--- src/rtl/add16_seq.sv ---
// Serial nibble-wide adder: computes a + b + cin one 4-bit slice per cycle, LSB first,
// through a single 4-bit adder. Results are registered and flagged by a one-cycle done pulse.
module add16_seq #(
  parameter int unsigned NIB = 4
) (
  input  logic             clk,
  input  logic             rst,
  input  logic             start_valid,
  output logic             start_ready,
  input  logic [4*NIB-1:0] a,
  input  logic [4*NIB-1:0] b,
  input  logic             cin,
  input  logic             abort,
  output logic             busy,
  output logic [4*NIB-1:0] sum,
  output logic             cout,
  output logic             ovf,
  output logic             done
);

  localparam int unsigned W  = 4 * NIB;
  localparam int unsigned IW = (NIB > 1) ? $clog2(NIB) : 1;

  localparam logic StIdle = 1'b0;
  localparam logic StRun  = 1'b1;

  logic          r_state;
  logic [IW-1:0] r_idx;
  logic          r_carry;
  logic [W-1:0]  r_a;
  logic [W-1:0]  r_b;
  logic [W-1:0]  r_res;
  logic [W-1:0]  r_sum;
  logic          r_cout;
  logic          r_ovf;
  logic          r_done;

  logic [3:0]    w_a_nib;
  logic [3:0]    w_b_nib;
  logic [4:0]    w_nib_sum;
  logic [W-1:0]  w_res_next;
  logic          w_last;
  logic          w_ovf;

  // Single 4-bit slice; the carry register links consecutive nibbles.
  always_comb begin
    w_a_nib   = r_a[r_idx*4 +: 4];
    w_b_nib   = r_b[r_idx*4 +: 4];
    w_nib_sum = {1'b0, w_a_nib} + {1'b0, w_b_nib} + {4'b0000, r_carry};
  end

  // Full result including the nibble produced this cycle, so the final edge can publish it.
  always_comb begin
    w_res_next                 = r_res;
    w_res_next[r_idx*4 +: 4]   = w_nib_sum[3:0];
  end

  assign w_last = (r_idx == IW'(NIB - 1));
  assign w_ovf  = (r_a[W-1] == r_b[W-1]) && (w_res_next[W-1] != r_a[W-1]);

  always_ff @(posedge clk) begin
    if (rst) begin
      r_state <= StIdle;
      r_idx   <= '0;
      r_carry <= 1'b0;
      r_a     <= '0;
      r_b     <= '0;
      r_res   <= '0;
      r_sum   <= '0;
      r_cout  <= 1'b0;
      r_ovf   <= 1'b0;
      r_done  <= 1'b0;
    end else begin
      r_done <= 1'b0;
      case (r_state)
        StIdle: begin
          // abort is meaningless here and must not block an acceptance.
          if (start_valid) begin
            r_a     <= a;
            r_b     <= b;
            r_carry <= cin;
            r_idx   <= '0;
            r_res   <= '0;
            r_state <= StRun;
          end
        end
        StRun: begin
          if (abort) begin
            r_state <= StIdle;
          end else begin
            r_res   <= w_res_next;
            r_carry <= w_nib_sum[4];
            r_idx   <= r_idx + 1'b1;
            if (w_last) begin
              r_sum   <= w_res_next;
              r_cout  <= w_nib_sum[4];
              r_ovf   <= w_ovf;
              r_done  <= 1'b1;
              r_state <= StIdle;
            end
          end
        end
        default: r_state <= StIdle;
      endcase
    end
  end

  assign start_ready = (r_state == StIdle);
  assign busy        = (r_state == StRun);
  assign sum         = r_sum;
  assign cout        = r_cout;
  assign ovf         = r_ovf;
  assign done        = r_done;

endmodule

--- config.mk ---
export PLATFORM = sky130hd
export DESIGN_NAME = add16_seq
export DESIGN_NICKNAME = d
export VERILOG_FILES = /design/src/rtl/add16_seq.sv
export SDC_FILE = /design/constraint.sdc
export NUM_CORES = 1
export LEC_CHECK = 0
export ABC_CLOCK_PERIOD_IN_PS = 4600
export CORE_ASPECT_RATIO = 1.4
export CORE_UTILIZATION = 55
export DETAILED_ROUTE_END_ITERATION = 12
export MAX_ROUTING_LAYER = met4
export PLACE_DENSITY = 0.84
export SLEW_MARGIN = 15
export SYNTH_ARGS = -nofsm -noshare
export SYNTH_HDL_FRONTEND = slang
export SYNTH_SLANG_ARGS = --single-unit
--- constraint.sdc ---
create_clock -name clk -period 4.6 [get_ports clk]
set_input_delay 0.92 -clock clk [delete_from_list [all_inputs] [get_ports clk]]
set_output_delay 0.92 -clock clk [all_outputs]
set_load 0.005 [all_outputs]
==> results of run 1 <==
power breakdown:
| part | internal (mW) | total, mW | switching, mW |
|---|---|---|---|
| sequential | 0.634 | 0.646 | 0.0127 |
| clock | 0.240 | 0.476 | 0.236 |
| combinational | 0.0685 | 0.149 | 0.0803 |
kinds of logic after synthesis:
kind of cell | count (synthesis) | share of synthesized area [%]
AO/OA/AOI/OAI | 88 | 17.5
XOR/XNOR | 1 | 0.263
AND/OR/NAND/NOR | 165 | 23.1
multiplexers | 9 | 5.72
buffers and inverters | 41 | 6.09
adder cells (fa/ha/maj) | 11 | 4.59
flip-flops | 71 | 42.7
layer usage:
layer,global-route usage [%],up-vias
met4,17.6,0
li1,-,1395
met3,6.07,37
met1,29.4,1326
met2,40.9,112
met5,-,-
worst max-delay path: stages, from the launching register on:
cell,delay [ns]
dfxtp_1,0.61
buf_4,0.28
mux4_2,0.53
fa_1,0.44
inv_1,0.09
fa_1,0.43
nor2_1,0.22
a41oi_1,0.21
nor3_1,0.19
a21oi_1,0.07
nor2_1,0.11
placed cells by master (no fill, tap or decap), drive strengths merged, types with 2 or more instances in the layout:
master and instances:
clkinv 2, a22oi 5, nor2 33, clkbuf 12, nand2 82, nand3 6, nand2b 5, o31a 2
inv 11, nor3 14, clkdlybuf4s50 56, mux4 8, buf 5, a211oi 10, o21ai 6, nand4 3
clkinvlp 2, nor2b 16, a41oi 2, a31oi 9, a21oi 50, ha 9, fa 2, dfxtp 71
final cells by class:
cell class                      instances  area [sq um]
Fill cell                             480          1820
Multi-Input combinational cell        274          1710
Sequential cell                        71          1420
Timing Repair Buffer                   61           596
Clock buffer                           12           165
Tap cell                               70          87.6
Inverter                               11          41.3
Clock inverter                          4          28.8
through the flow:
stage	total power [mW]	instances	cell area (sq um)
floorplan	0.751	386	3330
global route	1.32	503	4050
global placement	0.803	487	3850
finish	1.27	503	4050
detailed placement	0.808	487	3850
CTS	1.28	503	4050
flip-flops by register name (all words and copies together) (netlist names):
| signal | flops |
|---|---|
| cout | 1 |
| r_idx | 2 |
| done | 1 |
| r_carry | 1 |
| r_b | 16 |
| sum | 16 |
| ovf | 1 |
| busy | 1 |
| r_res | 16 |
| r_a | 16 |
how the worst max path moves through the flow:
| stage | end | slack (ns) | depth (start not counted) |
|---|---|---|---|
| 6_report | r_res[5] | 1.35 | 10 |
| 5_1_grt | r_res[5] | 1.11 | 10 |
| 4_1_cts | r_res[5] | 1.36 | 10 |
| 3_5_place_dp | r_res[5] | 1.37 | 10 |
| 3_3_place_gp | r_res[5] | 1.49 | 10 |
| 2_1_floorplan | r_res[5] | 1.73 | 11 |
==> key figures, run 1 <==
Critical path
  • Reg2reg setup slack: 1.35 ns
  • Crit path max fanout: 12
  • Worst Setup Start Kind: flip-flop
  • Worst r2r path cells: 10
  • Req. time, crit path: 4.89 ns
  • Reg-to-Reg End: r_res[5]
  • CP arrival: 3.54 ns
  • RR Startpoint: r_idx[0]
  • Crit path from: r_idx[0]
  • CP endpoint kind: flip-flop
  • Worst Setup Path Type: reg -> reg

Synthesis
  • Post-synth EDFFs: 0
  • Sequential element share of the synthesized area: 42.7%
  • Syn_nets: 434
  • Async S/R FF share, synth: 0%
  • Synth Area per Inst: 8.62 sq um
  • Syn. warnings: 0
  • Most frequent cells after synthesis: 82 x nand2_1, 71 x dfxtp_1, 49 x a21oi_1
  • Prevailing post-synth register cell: dfxtp_1
  • Top cells by area, synth: dfxtp_1 43%, nand2_1 9.3%, a21oi_1 7.4%
  • Register bit total from synthesis: 71
  • Distinct cells, synth: 43
  • Yosys top cell by area: dfxtp_1
  • Post-synthesis instance area: 0.00333 sq mm
  • Count leader, synth: nand2_1
  • Syn Inst Count: 386
  • Synth top area share: 42.7%

Floorplan
  • Starting Density: 56.7%
  • Die area: 0.00637 sq mm
  • Core Area: 0.00586 sq mm
  • Row count: 33
  • Die Ht: 94.0 um
  • Die W: 67.7 um
  • Ports: 58

Global routing
  • Congestion Overflow GR: 0
  • Largest net degree at the start of global routing: 70
  • Initial antenna violation count: 0
  • GRT Total Usage: 26.3%
  • Vias in the first global route: 2682
  • First-pass GRT wire length: 12100 um

Detailed routing
  • Initial DRC count: 270
  • M1 wire length: 2880 um
  • DR top layer: met4
  • Metal3 WL: 348 um
  • Vias after detailed routing: 2870
  • WL final: 7300 um
  • Drt wl/cell: 14.5 um
  • Pre-antenna DRT Iters: 4
  • Met2 WL: 3720 um
  • Routed vias/inst: 5.71
  • DRT antenna net count: 0
  • # DRC: 0

Clock tree
  • Post-cts gate resize count: 0
  • CTS Buffer Depth: 2
  • Worst-path clk slew: 0.07 ns
  • # hold bufs at CTS: 0
  • CTS sink cnt: 71
  • CTS Buf Count: 9
  • Worst-skew pair later-pin latency: 0.36 ns
  • H-Tree Depth: 3
  • CTS tree: built
  • Clock root buffer: clkbuf_8
  • Post-CTS Setup Bufs: 0

STA
  • RSZ-0062 raised after global routing: no
  • Final setup margin: 1.35 ns
  • Min cycle time layout: 3.25 ns
  • Slew headroom: 49.2%
  • Worst Max-Slew Pin Slew: 0.763 ns
  • Max Clk Rate: 308 MHz
  • Count of final setup violators: 0
  • Max Slew Vio Count: 0
  • Hold slack: 0.454 ns
  • Hold Fails Final Rpt: 0
  • Tcrit/Tclk final: 70.6%
  • Setup TNS: 0 ns
  • Worst Skew: 0.0134 ns

Layout
  • Antenna fix cells: 0
  • Layout cells sized above 1: 12.5%
  • Nets: 476
  • Final core utilization: 69.0%
  • Area growth syn-to-layout: 21.7%

Power
  • Maximum vdd drop: 0.000225 V
  • P per Cell Area: 314 mW/mm^2
  • Leak: 1.41 nW

Min path
  • Hold Path Cell Cnt: 2
  • Hold path start: r_a[10]
  • Worst Hold Endpoint: r_a[10]
  • Hold Crit Class: reg -> reg

Run
  • Max_cap viols: 0

Place
  • Port bufs: 57
  • Setup WS pre-CTS: 1.37 ns
  • HPWL after DPL: 5100 um
  • Placer Congestion: 0.898

Outcome
  • Run status: finished clean
No activity file was read; power rests on OpenSTA's default activity.
==> run 2, diff against run 1 <==
--- a/config.mk
+++ b/config.mk
@@ -5,12 +5,12 @@
 export SDC_FILE = /design/constraint.sdc
 export NUM_CORES = 1
 export LEC_CHECK = 0
-export ABC_CLOCK_PERIOD_IN_PS = 4600
+export ABC_CLOCK_PERIOD_IN_PS = 3000
 export CORE_ASPECT_RATIO = 1.4
-export CORE_UTILIZATION = 55
+export CORE_UTILIZATION = 53
 export DETAILED_ROUTE_END_ITERATION = 12
 export MAX_ROUTING_LAYER = met4
-export PLACE_DENSITY = 0.84
+export PLACE_DENSITY = 0.81
 export SLEW_MARGIN = 15
 export SYNTH_ARGS = -nofsm -noshare
 export SYNTH_HDL_FRONTEND = slang
==> constraint.sdc (replaced) <==
create_clock -name clk -period 3 [get_ports clk]
set_input_delay 0.6 -clock clk [delete_from_list [all_inputs] [get_ports clk]]
set_output_delay 0.6 -clock clk [all_outputs]
set_load 0.005 [all_outputs]
==> run 2 against run 1 <==
  * Non-clock buffer count is 6 higher
  * Wire length is 1.6% higher
  * Hold slack worse by 0.00055 ns
  * Via count is 1.0% lower
  * Final cell count is 0.99% higher
  * Clock skew is 0.0032 ns lower
  * Cell area is 1.8% higher
  * Die area is 3.7% higher
  * Clock-buffer cell count is 3 lower
  * First-iteration DRC count is 11% lower
  * Utilization is 0.24 points higher
  * Maximum frequency is 21% higher
  * Critical endpoint is now r_res[6]
==> key figures, run 2 (synthesis results as in run 1) <==
Outcome
  • Run status: finished clean

Clock tree
  • Clock root buffer: clkbuf_8
  • Post-cts gate resize count: 0
  • CTS Buf Count: 9
  • CTS tree: built
  • CTS Buffer Depth: 2
  • Post-CTS Setup Bufs: 0
  • # hold bufs at CTS: 0
  • H-Tree Depth: 3
  • CTS sink cnt: 71
  • Worst-skew pair later-pin latency: 0.35 ns
  • Worst-path clk slew: 0.08 ns

Layout
  • Nets: 482
  • Most common cell after layout, fill and taps aside: nand2_1
  • Fin cells: 508
  • Layout cells sized above 1: 13.2%
  • Final core utilization: 69.3%
  • Area growth syn-to-layout: 23.8%
  • Commonest cells after routing, fill and taps aside: 82 x nand2_1, 71 x dfxtp_1, 56 x clkdlybuf4s50_1, 49 x a21oi_1, 32 x nor2_1
  • Antenna fix cells: 0
  • Area of the multi-input gates: 0.00171 sq mm
  • Fin area: 0.00412 sq mm
  • FF/Latch Area: 0.00142 sq mm
  • Fillers: 502

Detailed routing
  • DRT antenna net count: 0
  • Vias after detailed routing: 2840
  • Initial DRC count: 241
  • WL final: 7420 um
  • Pre-antenna DRT Iters: 4
  • Drt wl/cell: 14.6 um
  • Routed vias/inst: 5.59
  • # DRC: 0

Floorplan
  • Die Ht: 95.7 um
  • Row count: 33
  • Die area: 0.00660 sq mm
  • Core Area: 0.00595 sq mm
  • Starting Density: 56.0%
  • Ports: 58
  • Die W: 69.0 um

Place
  • Placed cell areas: 0.00391 sq mm
  • Dpl cells: 493
  • Port bufs: 57
  • Placer Congestion: 0.872
  • HPWL after DPL: 5240 um

Critical path
  • CP endpoint kind: flip-flop
  • Req. time, crit path: 3.29 ns
  • Crit path max fanout: 4
  • Worst Setup Start Kind: flip-flop
  • CP arrival: 2.97 ns
  • RR Startpoint: r_idx[0]
  • Worst Setup Path Type: reg -> reg
  • Crit path from: r_idx[0]

STA
  • Count of final setup violators: 0
  • Setup TNS: 0 ns
  • Max Clk Rate: 373 MHz
  • Min cycle time layout: 2.68 ns
  • Worst Skew: 0.0102 ns
  • Slew headroom: 48.5%
  • Tcrit/Tclk final: 89.5%
  • Worst Max-Slew Pin Slew: 0.772 ns
  • RSZ-0062 raised after global routing: no
  • Max Slew Vio Count: 0
  • Hold Fails Final Rpt: 0

Power
  • Int Pwr: 1.55 mW
  • Seq pwr share: 48.5%
  • P per Cell Area: 496 mW/mm^2
  • Maximum vdd drop: 0.000430 V
  • Clock share of power: 39.7%
  • Leak: 1.46 nW
  • Logic pwr share: 11.8%
  • Sw frac: 24.3%
  • Sw power: 0.497 mW

Global routing
  • Largest net degree at the start of global routing: 72
  • Initial antenna violation count: 0
  • Congestion Overflow GR: 0
  • First-pass GRT wire length: 12500 um
  • GRT Total Usage: 26.4%
  • Vias in the first global route: 2707

Run
  • Max_cap viols: 0

Min path
  • Hold path start: r_a[13]
  • Hold Crit Class: reg -> reg
==> run 2: cell types whose count changed in the layout (fill, tap and decap cells not counted) <==
cell / before / now
buf_12: 0 / 1
clkinvlp_4: 2 / 1
clkbuf_8: 12 / 9
clkinv_2: 1 / 2
buf_4: 4 / 9
nand2_1: 81 / 82
bufinv_16: 0 / 2
nand2_2: 1 / 0
==> run 2: final cells by class <==
type	count	share of cell area, %
Clock buffer	9	3.01
Clock inverter	6	2.10
Inverter	11	1.00
Multi-Input combinational cell	274	41.4
Sequential cell	71	34.5
Tap cell	70	2.13
Timing Repair Buffer	67	15.9
==> run 2: metrics by stage <==
stage | hold WS, ns | power (mW) | setup slack (ns)
final | 0.454 | 2.04 | 0.316
after global placement | 0.438 | 1.24 | 0.422
after floorplan | 0.432 | 1.15 | 0.135
after global routing | 0.470 | 2.13 | 0.144
after CTS | 0.457 | 2.05 | 0.311
after detailed placement | 0.447 | 1.25 | 0.329
==> run 2: metal layers <==
metal | vias up | routed length [um] | share of wire, % | track usage [%]
met2 | 89 | 3830 | 52 | 41.4
met3 | 26 | 342 | 4.6 | 7.46
li1 | 1407 | - | - | -
met4 | 0 | 339 | 4.6 | 13.8
met1 | 1318 | 2910 | 39 | 30.0
met5 | - | 0 | 0 | -
==> run 2: final timing paths <==
| path | end | slack, ns | depth (start not counted) |
|---|---|---|---|
| worst max-delay path | r_res[6] | 0.32 | 9 |
| worst max register to register | r_res[6] | 0.32 | 9 |
| worst min register to register | r_a[13] | 0.45 | 2 |
| worst min-delay path | r_a[13] | 0.45 | 2 |
==> run 2: worst max-delay path: stages (launching register included) <==
cell and delay [ns]:
dfxtp_1 0.41, mux4_2 0.54, fa_1 0.45, inv_1 0.09, fa_1 0.21, xnor2_1 0.17, nor2b_1 0.26, a22oi_1 0.15
o31a_1 0.26, nor2_1 0.08
==> run 2: power by group through the flow <==
stage               Combinational [mW]  Clock [mW]  Sequential, mW
global placement                 0.234           0            1.01
detailed placement               0.240           0            1.01
floorplan                        0.148           0            1.00
CTS                              0.241       0.823           0.990
global route                     0.264       0.870           0.994
finish                           0.241       0.812           0.990
